===== src/rtl/mem_arbiter_pkg.sv =====
// Shared definitions for the single-port memory arbiter: state codes,
// grant ids, bus widths and the latched memory command.
package mem_arbiter_pkg;

  localparam int INST_ADDR_W = 32;
  localparam int INST_W      = 32;
  localparam int REG_W       = 32;

  localparam logic [1:0] ST_IDLE  = 2'd0;
  localparam logic [1:0] ST_ISSUE = 2'd1;
  localparam logic [1:0] ST_WAIT  = 2'd2;
  localparam logic [1:0] ST_DONE  = 2'd3;

  localparam logic GNT_IF  = 1'b0;
  localparam logic GNT_MEM = 1'b1;

  localparam logic [3:0] IF_SEL_ALL = 4'b1111;

  typedef struct packed {
    logic             we;
    logic [REG_W-1:0] addr;
    logic [3:0]       sel;
    logic [REG_W-1:0] wdata;
  } ram_cmd_t;

endpackage


===== src/rtl/mem_arbiter_if.sv =====
// Fetch port, data port and memory port bundled for the arbiter.
// slave = arbiter view, master = core/memory side.
interface mem_arbiter_if;
  import mem_arbiter_pkg::*;

  logic                   if_req_i;
  logic [INST_ADDR_W-1:0] if_addr_i;
  logic [INST_W-1:0]      if_data_o;
  logic                   if_done_o;

  logic                   mem_req_i;
  logic                   mem_we_i;
  logic [REG_W-1:0]       mem_addr_i;
  logic [3:0]             mem_sel_i;
  logic [REG_W-1:0]       mem_wdata_i;
  logic [REG_W-1:0]       mem_rdata_o;
  logic                   mem_done_o;

  logic                   ram_ce_o;
  logic                   ram_we_o;
  logic [REG_W-1:0]       ram_addr_o;
  logic [3:0]             ram_sel_o;
  logic [REG_W-1:0]       ram_data_o;
  logic [REG_W-1:0]       ram_data_i;

  modport slave (
    input  if_req_i, if_addr_i, mem_req_i, mem_we_i, mem_addr_i, mem_sel_i,
           mem_wdata_i, ram_data_i,
    output if_data_o, if_done_o, mem_rdata_o, mem_done_o, ram_ce_o, ram_we_o,
           ram_addr_o, ram_sel_o, ram_data_o
  );

  modport master (
    output if_req_i, if_addr_i, mem_req_i, mem_we_i, mem_addr_i, mem_sel_i,
           mem_wdata_i, ram_data_i,
    input  if_data_o, if_done_o, mem_rdata_o, mem_done_o, ram_ce_o, ram_we_o,
           ram_addr_o, ram_sel_o, ram_data_o
  );

endinterface


===== src/rtl/mem_arbiter_pick.sv =====
// Combinational priority picker: data wins ties unless data had the
// previous grant, which gives strict alternation under contention.
module mem_arbiter_pick
  import mem_arbiter_pkg::*;
(
  input  logic i_if_req,
  input  logic i_mem_req,
  input  logic i_last_grant,
  output logic o_grant_valid,
  output logic o_grant_id
);

  always_comb begin
    o_grant_valid = i_if_req | i_mem_req;
    o_grant_id    = GNT_IF;
    if (i_mem_req && !(i_if_req && (i_last_grant == GNT_MEM)))
      o_grant_id = GNT_MEM;
  end

endmodule


===== src/rtl/mem_arbiter.sv =====
// Shares one single-port memory between fetch and data ports. One
// transaction at a time: IDLE -> ISSUE -> WAIT (RAM_LAT cycles) -> DONE.
module mem_arbiter
  import mem_arbiter_pkg::*;
#(
  parameter int RAM_LAT = 1
) (
  input  logic         clk,
  input  logic         rst,
  mem_arbiter_if.slave bus
);

  logic [1:0]        r_state;
  logic              r_last_grant;
  logic              r_gnt;
  logic [2:0]        r_cnt;
  ram_cmd_t          r_cmd;
  logic              r_ram_ce;
  logic [INST_W-1:0] r_if_data;
  logic              r_if_done;
  logic [REG_W-1:0]  r_mem_rdata;
  logic              r_mem_done;

  logic              w_gnt_valid;
  logic              w_gnt_id;
  ram_cmd_t          w_cmd_next;

  mem_arbiter_pick u_pick (
    .i_if_req      (bus.if_req_i),
    .i_mem_req     (bus.mem_req_i),
    .i_last_grant  (r_last_grant),
    .o_grant_valid (w_gnt_valid),
    .o_grant_id    (w_gnt_id)
  );

  // Fetches are always full-word reads.
  always_comb begin
    w_cmd_next.we    = 1'b0;
    w_cmd_next.addr  = bus.if_addr_i;
    w_cmd_next.sel   = IF_SEL_ALL;
    w_cmd_next.wdata = '0;
    if (w_gnt_id == GNT_MEM) begin
      w_cmd_next.we    = bus.mem_we_i;
      w_cmd_next.addr  = bus.mem_addr_i;
      w_cmd_next.sel   = bus.mem_sel_i;
      w_cmd_next.wdata = bus.mem_wdata_i;
    end
  end

  always_ff @(posedge clk or posedge rst) begin
    if (rst) begin
      r_state      <= ST_IDLE;
      r_last_grant <= GNT_IF;
      r_gnt        <= GNT_IF;
      r_cnt        <= '0;
      r_cmd        <= '0;
      r_ram_ce     <= 1'b0;
      r_if_data    <= '0;
      r_if_done    <= 1'b0;
      r_mem_rdata  <= '0;
      r_mem_done   <= 1'b0;
    end else begin
      r_if_done  <= 1'b0;
      r_mem_done <= 1'b0;
      r_ram_ce   <= 1'b0;
      r_cmd.we   <= 1'b0;
      case (r_state)
        ST_IDLE: begin
          if (w_gnt_valid) begin
            r_cmd        <= w_cmd_next;
            r_gnt        <= w_gnt_id;
            r_last_grant <= w_gnt_id;
            r_ram_ce     <= 1'b1;
            r_state      <= ST_ISSUE;
          end
        end
        ST_ISSUE: begin
          r_cnt   <= 3'(RAM_LAT);
          r_state <= ST_WAIT;
        end
        ST_WAIT: begin
          // Terminal count: read data is valid in this cycle.
          if (r_cnt == 3'd1) begin
            if (r_gnt == GNT_MEM) begin
              r_mem_rdata <= bus.ram_data_i;
              r_mem_done  <= 1'b1;
            end else begin
              r_if_data <= bus.ram_data_i;
              r_if_done <= 1'b1;
            end
            r_state <= ST_DONE;
          end else begin
            r_cnt <= r_cnt - 3'd1;
          end
        end
        default: r_state <= ST_IDLE;
      endcase
    end
  end

  assign bus.ram_ce_o    = r_ram_ce;
  assign bus.ram_we_o    = r_cmd.we;
  assign bus.ram_addr_o  = r_cmd.addr;
  assign bus.ram_sel_o   = r_cmd.sel;
  assign bus.ram_data_o  = r_cmd.wdata;
  assign bus.if_data_o   = r_if_data;
  assign bus.if_done_o   = r_if_done;
  assign bus.mem_rdata_o = r_mem_rdata;
  assign bus.mem_done_o  = r_mem_done;

endmodule


===== src/flat_wrapper.sv =====
// flat-port wrapper written by rule: the top's interface ports become plain ports
module mem_arbiter_flat import mem_arbiter_pkg::*;
#(
  parameter int RAM_LAT = 1
)
  (clk, rst, bus_if_req_i, bus_if_addr_i, bus_mem_req_i, bus_mem_we_i, bus_mem_addr_i, bus_mem_sel_i, bus_mem_wdata_i, bus_ram_data_i, bus_if_data_o, bus_if_done_o, bus_mem_rdata_o, bus_mem_done_o, bus_ram_ce_o, bus_ram_we_o, bus_ram_addr_o, bus_ram_sel_o, bus_ram_data_o);
  mem_arbiter_if bus_i ();
  input  logic clk;
  input  logic rst;
  input wire logic [$bits(bus_i.if_req_i)-1:0] bus_if_req_i;
  input wire logic [$bits(bus_i.if_addr_i)-1:0] bus_if_addr_i;
  input wire logic [$bits(bus_i.mem_req_i)-1:0] bus_mem_req_i;
  input wire logic [$bits(bus_i.mem_we_i)-1:0] bus_mem_we_i;
  input wire logic [$bits(bus_i.mem_addr_i)-1:0] bus_mem_addr_i;
  input wire logic [$bits(bus_i.mem_sel_i)-1:0] bus_mem_sel_i;
  input wire logic [$bits(bus_i.mem_wdata_i)-1:0] bus_mem_wdata_i;
  input wire logic [$bits(bus_i.ram_data_i)-1:0] bus_ram_data_i;
  output wire logic [$bits(bus_i.if_data_o)-1:0] bus_if_data_o;
  output wire logic [$bits(bus_i.if_done_o)-1:0] bus_if_done_o;
  output wire logic [$bits(bus_i.mem_rdata_o)-1:0] bus_mem_rdata_o;
  output wire logic [$bits(bus_i.mem_done_o)-1:0] bus_mem_done_o;
  output wire logic [$bits(bus_i.ram_ce_o)-1:0] bus_ram_ce_o;
  output wire logic [$bits(bus_i.ram_we_o)-1:0] bus_ram_we_o;
  output wire logic [$bits(bus_i.ram_addr_o)-1:0] bus_ram_addr_o;
  output wire logic [$bits(bus_i.ram_sel_o)-1:0] bus_ram_sel_o;
  output wire logic [$bits(bus_i.ram_data_o)-1:0] bus_ram_data_o;
  assign bus_i.if_req_i = bus_if_req_i;
  assign bus_i.if_addr_i = bus_if_addr_i;
  assign bus_i.mem_req_i = bus_mem_req_i;
  assign bus_i.mem_we_i = bus_mem_we_i;
  assign bus_i.mem_addr_i = bus_mem_addr_i;
  assign bus_i.mem_sel_i = bus_mem_sel_i;
  assign bus_i.mem_wdata_i = bus_mem_wdata_i;
  assign bus_i.ram_data_i = bus_ram_data_i;
  assign bus_if_data_o = bus_i.if_data_o;
  assign bus_if_done_o = bus_i.if_done_o;
  assign bus_mem_rdata_o = bus_i.mem_rdata_o;
  assign bus_mem_done_o = bus_i.mem_done_o;
  assign bus_ram_ce_o = bus_i.ram_ce_o;
  assign bus_ram_we_o = bus_i.ram_we_o;
  assign bus_ram_addr_o = bus_i.ram_addr_o;
  assign bus_ram_sel_o = bus_i.ram_sel_o;
  assign bus_ram_data_o = bus_i.ram_data_o;
  mem_arbiter #(.RAM_LAT(RAM_LAT)) u_core (.clk(clk), .rst(rst), .bus(bus_i));
endmodule

===== config.mk =====
export PLATFORM = sky130hd
export DESIGN_NAME = mem_arbiter_flat
export DESIGN_NICKNAME = d
export VERILOG_FILES = /design/src/rtl/mem_arbiter_pkg.sv /design/src/rtl/mem_arbiter_if.sv /design/src/rtl/mem_arbiter_pick.sv /design/src/rtl/mem_arbiter.sv /design/src/flat_wrapper.sv
export SDC_FILE = /design/constraint.sdc
export NUM_CORES = 1
export LEC_CHECK = 0
export BUFFER_PORTS_ARGS = -buffer_cell sky130_fd_sc_hd__buf_4
export CAP_MARGIN = 20
export CORE_MARGIN = 3
export CORE_UTILIZATION = 35
export DETAILED_ROUTE_END_ITERATION = 7
export PLACE_DENSITY = 0.77
export RECOVER_POWER = 100
export SETUP_SLACK_MARGIN = 0.2
export SYNTH_ARGS = -nofsm -noshare
export SYNTH_HDL_FRONTEND = slang
export SYNTH_SLANG_ARGS = --single-unit

===== constraint.sdc =====
create_clock -name clk -period 4.3 [get_ports clk]
set_clock_uncertainty 0.05 [all_clocks]
set_input_delay 0.43 -clock clk [delete_from_list [all_inputs] [get_ports clk]]
set_output_delay 0.43 -clock clk [all_outputs]
set_load 0.01 [all_outputs]

==> impl_metrics.xml <==
<?xml version="1.0" encoding="UTF-8"?>
<metrics>
  <group name="outcome">
    <metric name="run_status" unit="">complete, but fails checks</metric>
    <metric name="violations_in_the_final_reports" unit="">max-capacitance violations, max-slew violations</metric>
  </group>
  <group name="synthesis">
    <metric name="yosysSeqAreaShare" unit="%">61.8</metric>
    <metric name="synthesis.instances" unit="">439</metric>
    <metric name="synth.yosys.warnings" unit="">0</metric>
    <metric name="mappedNetlistNets" unit="">582</metric>
    <metric name="netlist_area_before_placement" unit="sq mm">0.00575</metric>
    <metric name="avgSynthCellArea" unit="sq um">13.1</metric>
    <metric name="yosysUniqueCellTypes" unit="">32</metric>
    <metric name="synth_register_bits" unit="">142</metric>
  </group>
  <group name="timing">
    <metric name="hold_viol_final" unit="">0</metric>
    <metric name="fmax" unit="GHz">0.341</metric>
    <metric name="timing.final.setup_violations" unit="">0</metric>
    <metric name="tightestPinTransition" unit="ps">1940</metric>
    <metric name="fin_worst_hold_slack" unit="ps">174</metric>
    <metric name="final.setup.tns" unit="ps">0</metric>
    <metric name="slew_headroom" unit="%">-29.5</metric>
    <metric name="period_share" unit="%">68.3</metric>
    <metric name="final_period_minus_worst_setup_slack" unit="ps">2940</metric>
    <metric name="setup_repair_after_global_routing_missed_its_margin" unit="">no</metric>
    <metric name="drv_slew" unit="">181</metric>
  </group>
  <group name="grt">
    <metric name="globalRouteOverflowTotal" unit="">0</metric>
    <metric name="grt_antenna_before_repair" unit="">0</metric>
    <metric name="gr-usage-all-layers" unit="%">17.0</metric>
    <metric name="global_route_wire_length_before_repair" unit="mm">23.9</metric>
    <metric name="number_of_global_route_vias_before_repair" unit="">4552</metric>
    <metric name="grt_start_max_net_pins" unit="">71</metric>
  </group>
  <group name="hold_path">
    <metric name="hp-class" unit="">primary input to flop</metric>
  </group>
  <group name="routing">
    <metric name="totalWireLength" unit="mm">15.1</metric>
    <metric name="drt_iter0_markers" unit="">130</metric>
    <metric name="drt_pre_antenna_iters" unit="">4</metric>
    <metric name="detail_route.vias_per_cell" unit="">4.77</metric>
    <metric name="antenna_left" unit="">0</metric>
    <metric name="number_of_drc_violations_after_detailed_routing" unit="">0</metric>
    <metric name="vias" unit="">4470</metric>
    <metric name="route.detailed.wl_per_inst" unit="microns">16.1</metric>
  </group>
  <group name="pwr">
    <metric name="p_per_area" unit="mW/mm^2">757</metric>
    <metric name="vdd_drop_max" unit="mV">0.288</metric>
    <metric name="leakage_power_figure" unit="nW">3.61</metric>
  </group>
  <group name="placed_design">
    <metric name="detailed_place_hpwl" unit="mm">10.8</metric>
    <metric name="io_buffers" unit="">272</metric>
    <metric name="place.gp.congestion" unit="">0.714</metric>
  </group>
  <group name="clock_network">
    <metric name="htreeDepth" unit="">4</metric>
    <metric name="cts_root_buf" unit="">sky130_fd_sc_hd__clkbuf_16</metric>
    <metric name="cts_tree" unit="">done</metric>
    <metric name="cts.reportedPaths.clkPinSlew" unit="ps">60</metric>
    <metric name="cts_setup_buffers" unit="">0</metric>
    <metric name="numClockSinks" unit="">142</metric>
    <metric name="cts_hold_buf" unit="">0</metric>
    <metric name="clock_insertion_delay_worst_skew" unit="ps">410</metric>
    <metric name="max-clock-path-buffers" unit="">2</metric>
    <metric name="cts_inserted_buffers" unit="">17</metric>
    <metric name="cts_repair_resize_count" unit="">0</metric>
  </group>
  <group name="floorplanning">
    <metric name="floorplan.die.width" unit="microns">134</metric>
    <metric name="die_height" unit="microns">134</metric>
    <metric name="core" unit="sq mm">0.0160</metric>
    <metric name="initial_core_util" unit="%">35.9</metric>
    <metric name="io_pins" unit="">273</metric>
    <metric name="design.die.area" unit="sq mm">0.0180</metric>
    <metric name="rows" unit="">46</metric>
  </group>
  <group name="critical_path">
    <metric name="criticalPathCategory" unit="">flop to flop</metric>
    <metric name="critPathRequiredTime" unit="ps">4540</metric>
    <metric name="worst_ep_arrival_time" unit="ps">3170</metric>
    <metric name="critPathMaxFanout" unit="">18</metric>
    <metric name="worst_setup_path_start_kind" unit="">flop</metric>
    <metric name="rrSetupSlack" unit="ps">1360</metric>
    <metric name="critPathCaptureType" unit="">flop</metric>
  </group>
  <group name="finish">
    <metric name="final_layout_size_suffix_gt1_share" unit="%">29.4</metric>
    <metric name="syn2layout_area_growth" unit="%">37.5</metric>
    <metric name="antenna_cells_inserted" unit="">0</metric>
    <metric name="design.final.nets" unit="">851</metric>
  </group>
  <group name="job">
    <metric name="max_cap_violations" unit="">5</metric>
  </group>
</metrics>
[flip-flops by register name, summed over array words and instances (netlist names)]
name / cells
u_core.bus.if_data_o: 32
u_core.bus.if_done_o: 1
u_core.bus.mem_done_o: 1
u_core.bus.mem_rdata_o: 32
u_core.bus.ram_addr_o: 32
u_core.bus.ram_ce_o: 1
u_core.bus.ram_data_o: 32
u_core.bus.ram_sel_o: 4
u_core.bus.ram_we_o: 1
u_core.r_cnt: 3
u_core.r_last_grant: 1
u_core.r_state: 2
[report_power, final]
part           switching [mW]  internal (mW)  leakage, nW
Sequential              0.330           1.96         1.69
Clock                   0.616          0.892        0.297
Combinational            1.23          0.952         1.63
[final timing paths]
kind | start | endpoint | cells after the start
worst max-delay path | u_core.r_state[0] | u_core.bus.if_data_o[19] | 6
worst min-delay path | bus_mem_sel_i[3] | u_core.bus.ram_sel_o[3] | 2
worst max register to register | u_core.r_state[0] | u_core.bus.if_data_o[19] | 6
worst min register to register | u_core.bus.if_data_o[22] | u_core.bus.if_data_o[22] | 1
max in group asynchronous | rst | u_core.bus.mem_rdata_o[18] | 3
min in group asynchronous | rst | u_core.bus.mem_rdata_o[1] | 2
[layer usage]
layer  share of wire [%]  global-route usage (%)  wire length (microns)
met5                   0                       0                      0
met4                 1.1                    4.52                    168
met3                  10                    7.16                   1510
met2                  48                    27.5                   7230
met1                  41                    21.0                   6210
[worst max-delay path: stages, from the launching register on]
cell and delay (ps):
sky130_fd_sc_hd__dfrtp_1 410, sky130_fd_sc_hd__inv_1 110, sky130_fd_sc_hd__ha_1 330, sky130_fd_sc_hd__and3b_4 250, sky130_fd_sc_hd__nor2b_4 430, sky130_fd_sc_hd__clkbuf_1 830
sky130_fd_sc_hd__mux2_1 390
[cells in the final DEF (no fill, tap or decap), drive strengths merged, types with 2 or more instances in the layout]
master    instances
bufinv            2
nand2            37
a22o             32
clkinvlp          2
a21oi            65
mux2i             3
dfrtp           142
o21ai             3
nand2b            2
ha                6
inv              14
clkinv            3
clkbuf          160
nor2             35
mux2             65
buf             136
o22a              4
[metrics by stage]
stage                     cells  utilization [%]  power (mW)  setup slack, ps  area, sq um
after floorplan             439                -        3.91             2040         5750
after global placement      904             49.6        5.13             1790         7930
after detailed placement    904             49.6        5.19             1710         7930
after CTS                   936             53.4        6.74             1690         8540
after global routing        937             49.4        6.40              783         7900
final                       937             49.4        5.99             1360         7900
[synth_stat cells]
master | count | area share (%)
sky130_fd_sc_hd__a21bo_2 | 1 | 0.17
sky130_fd_sc_hd__a21boi_2 | 1 | 0.20
sky130_fd_sc_hd__a21oi_1 | 65 | 5.7
sky130_fd_sc_hd__a22o_1 | 32 | 4.9
sky130_fd_sc_hd__a22oi_1 | 1 | 0.13
sky130_fd_sc_hd__and2_1 | 1 | 0.11
sky130_fd_sc_hd__and3_1 | 1 | 0.11
sky130_fd_sc_hd__and3b_4 | 1 | 0.22
sky130_fd_sc_hd__buf_1 | 4 | 0.26
sky130_fd_sc_hd__buf_12 | 3 | 1.0
sky130_fd_sc_hd__buf_2 | 9 | 0.78
sky130_fd_sc_hd__buf_4 | 3 | 0.39
sky130_fd_sc_hd__buf_6 | 2 | 0.39
sky130_fd_sc_hd__clkbuf_1 | 7 | 0.46
sky130_fd_sc_hd__dfrtp_1 | 142 | 62
sky130_fd_sc_hd__ha_1 | 6 | 1.3
sky130_fd_sc_hd__inv_1 | 6 | 0.39
sky130_fd_sc_hd__inv_2 | 1 | 0.065
sky130_fd_sc_hd__mux2_2 | 36 | 7.1
sky130_fd_sc_hd__mux2_4 | 29 | 7.6
sky130_fd_sc_hd__mux2i_1 | 3 | 0.52
sky130_fd_sc_hd__nand2_1 | 36 | 2.4
sky130_fd_sc_hd__nand2_2 | 1 | 0.11
sky130_fd_sc_hd__nand2b_1 | 2 | 0.22
sky130_fd_sc_hd__nor2_1 | 35 | 2.3
sky130_fd_sc_hd__nor2b_4 | 1 | 0.24
sky130_fd_sc_hd__nor3_1 | 1 | 0.087
sky130_fd_sc_hd__o21ai_0 | 2 | 0.17
sky130_fd_sc_hd__o21ai_1 | 1 | 0.087
sky130_fd_sc_hd__o21bai_1 | 1 | 0.13
sky130_fd_sc_hd__o22a_1 | 4 | 0.61
sky130_fd_sc_hd__xnor2_1 | 1 | 0.15
[area by class of cell]
type | instances | area [sq um]
Multi-Input combinational cell | 262 | 1860
Inverter | 7 | 27.5
Fill cell | 1588 | 8100
Sequential cell | 142 | 3550
Clock buffer | 18 | 439
Tap cell | 216 | 270
Timing Repair Buffer | 278 | 1580
Clock inverter | 14 | 169
[cell families (layout without fill, tap and decap cells)]
| group | count (synthesis) | count (layout) | synth area share, % |
|---|---|---|---|
| simple gates | 79 | 79 | 5.73 |
| xor+xnor | 1 | 1 | 0.152 |
| buf+inv | 35 | 317 | 3.79 |
| compound gates | 108 | 108 | 12.0 |
| mux | 68 | 68 | 15.2 |
| flops | 142 | 142 | 61.8 |
| fa+ha+maj | 6 | 6 | 1.31 |
Note: power is estimated with default switching activity, not from simulation.
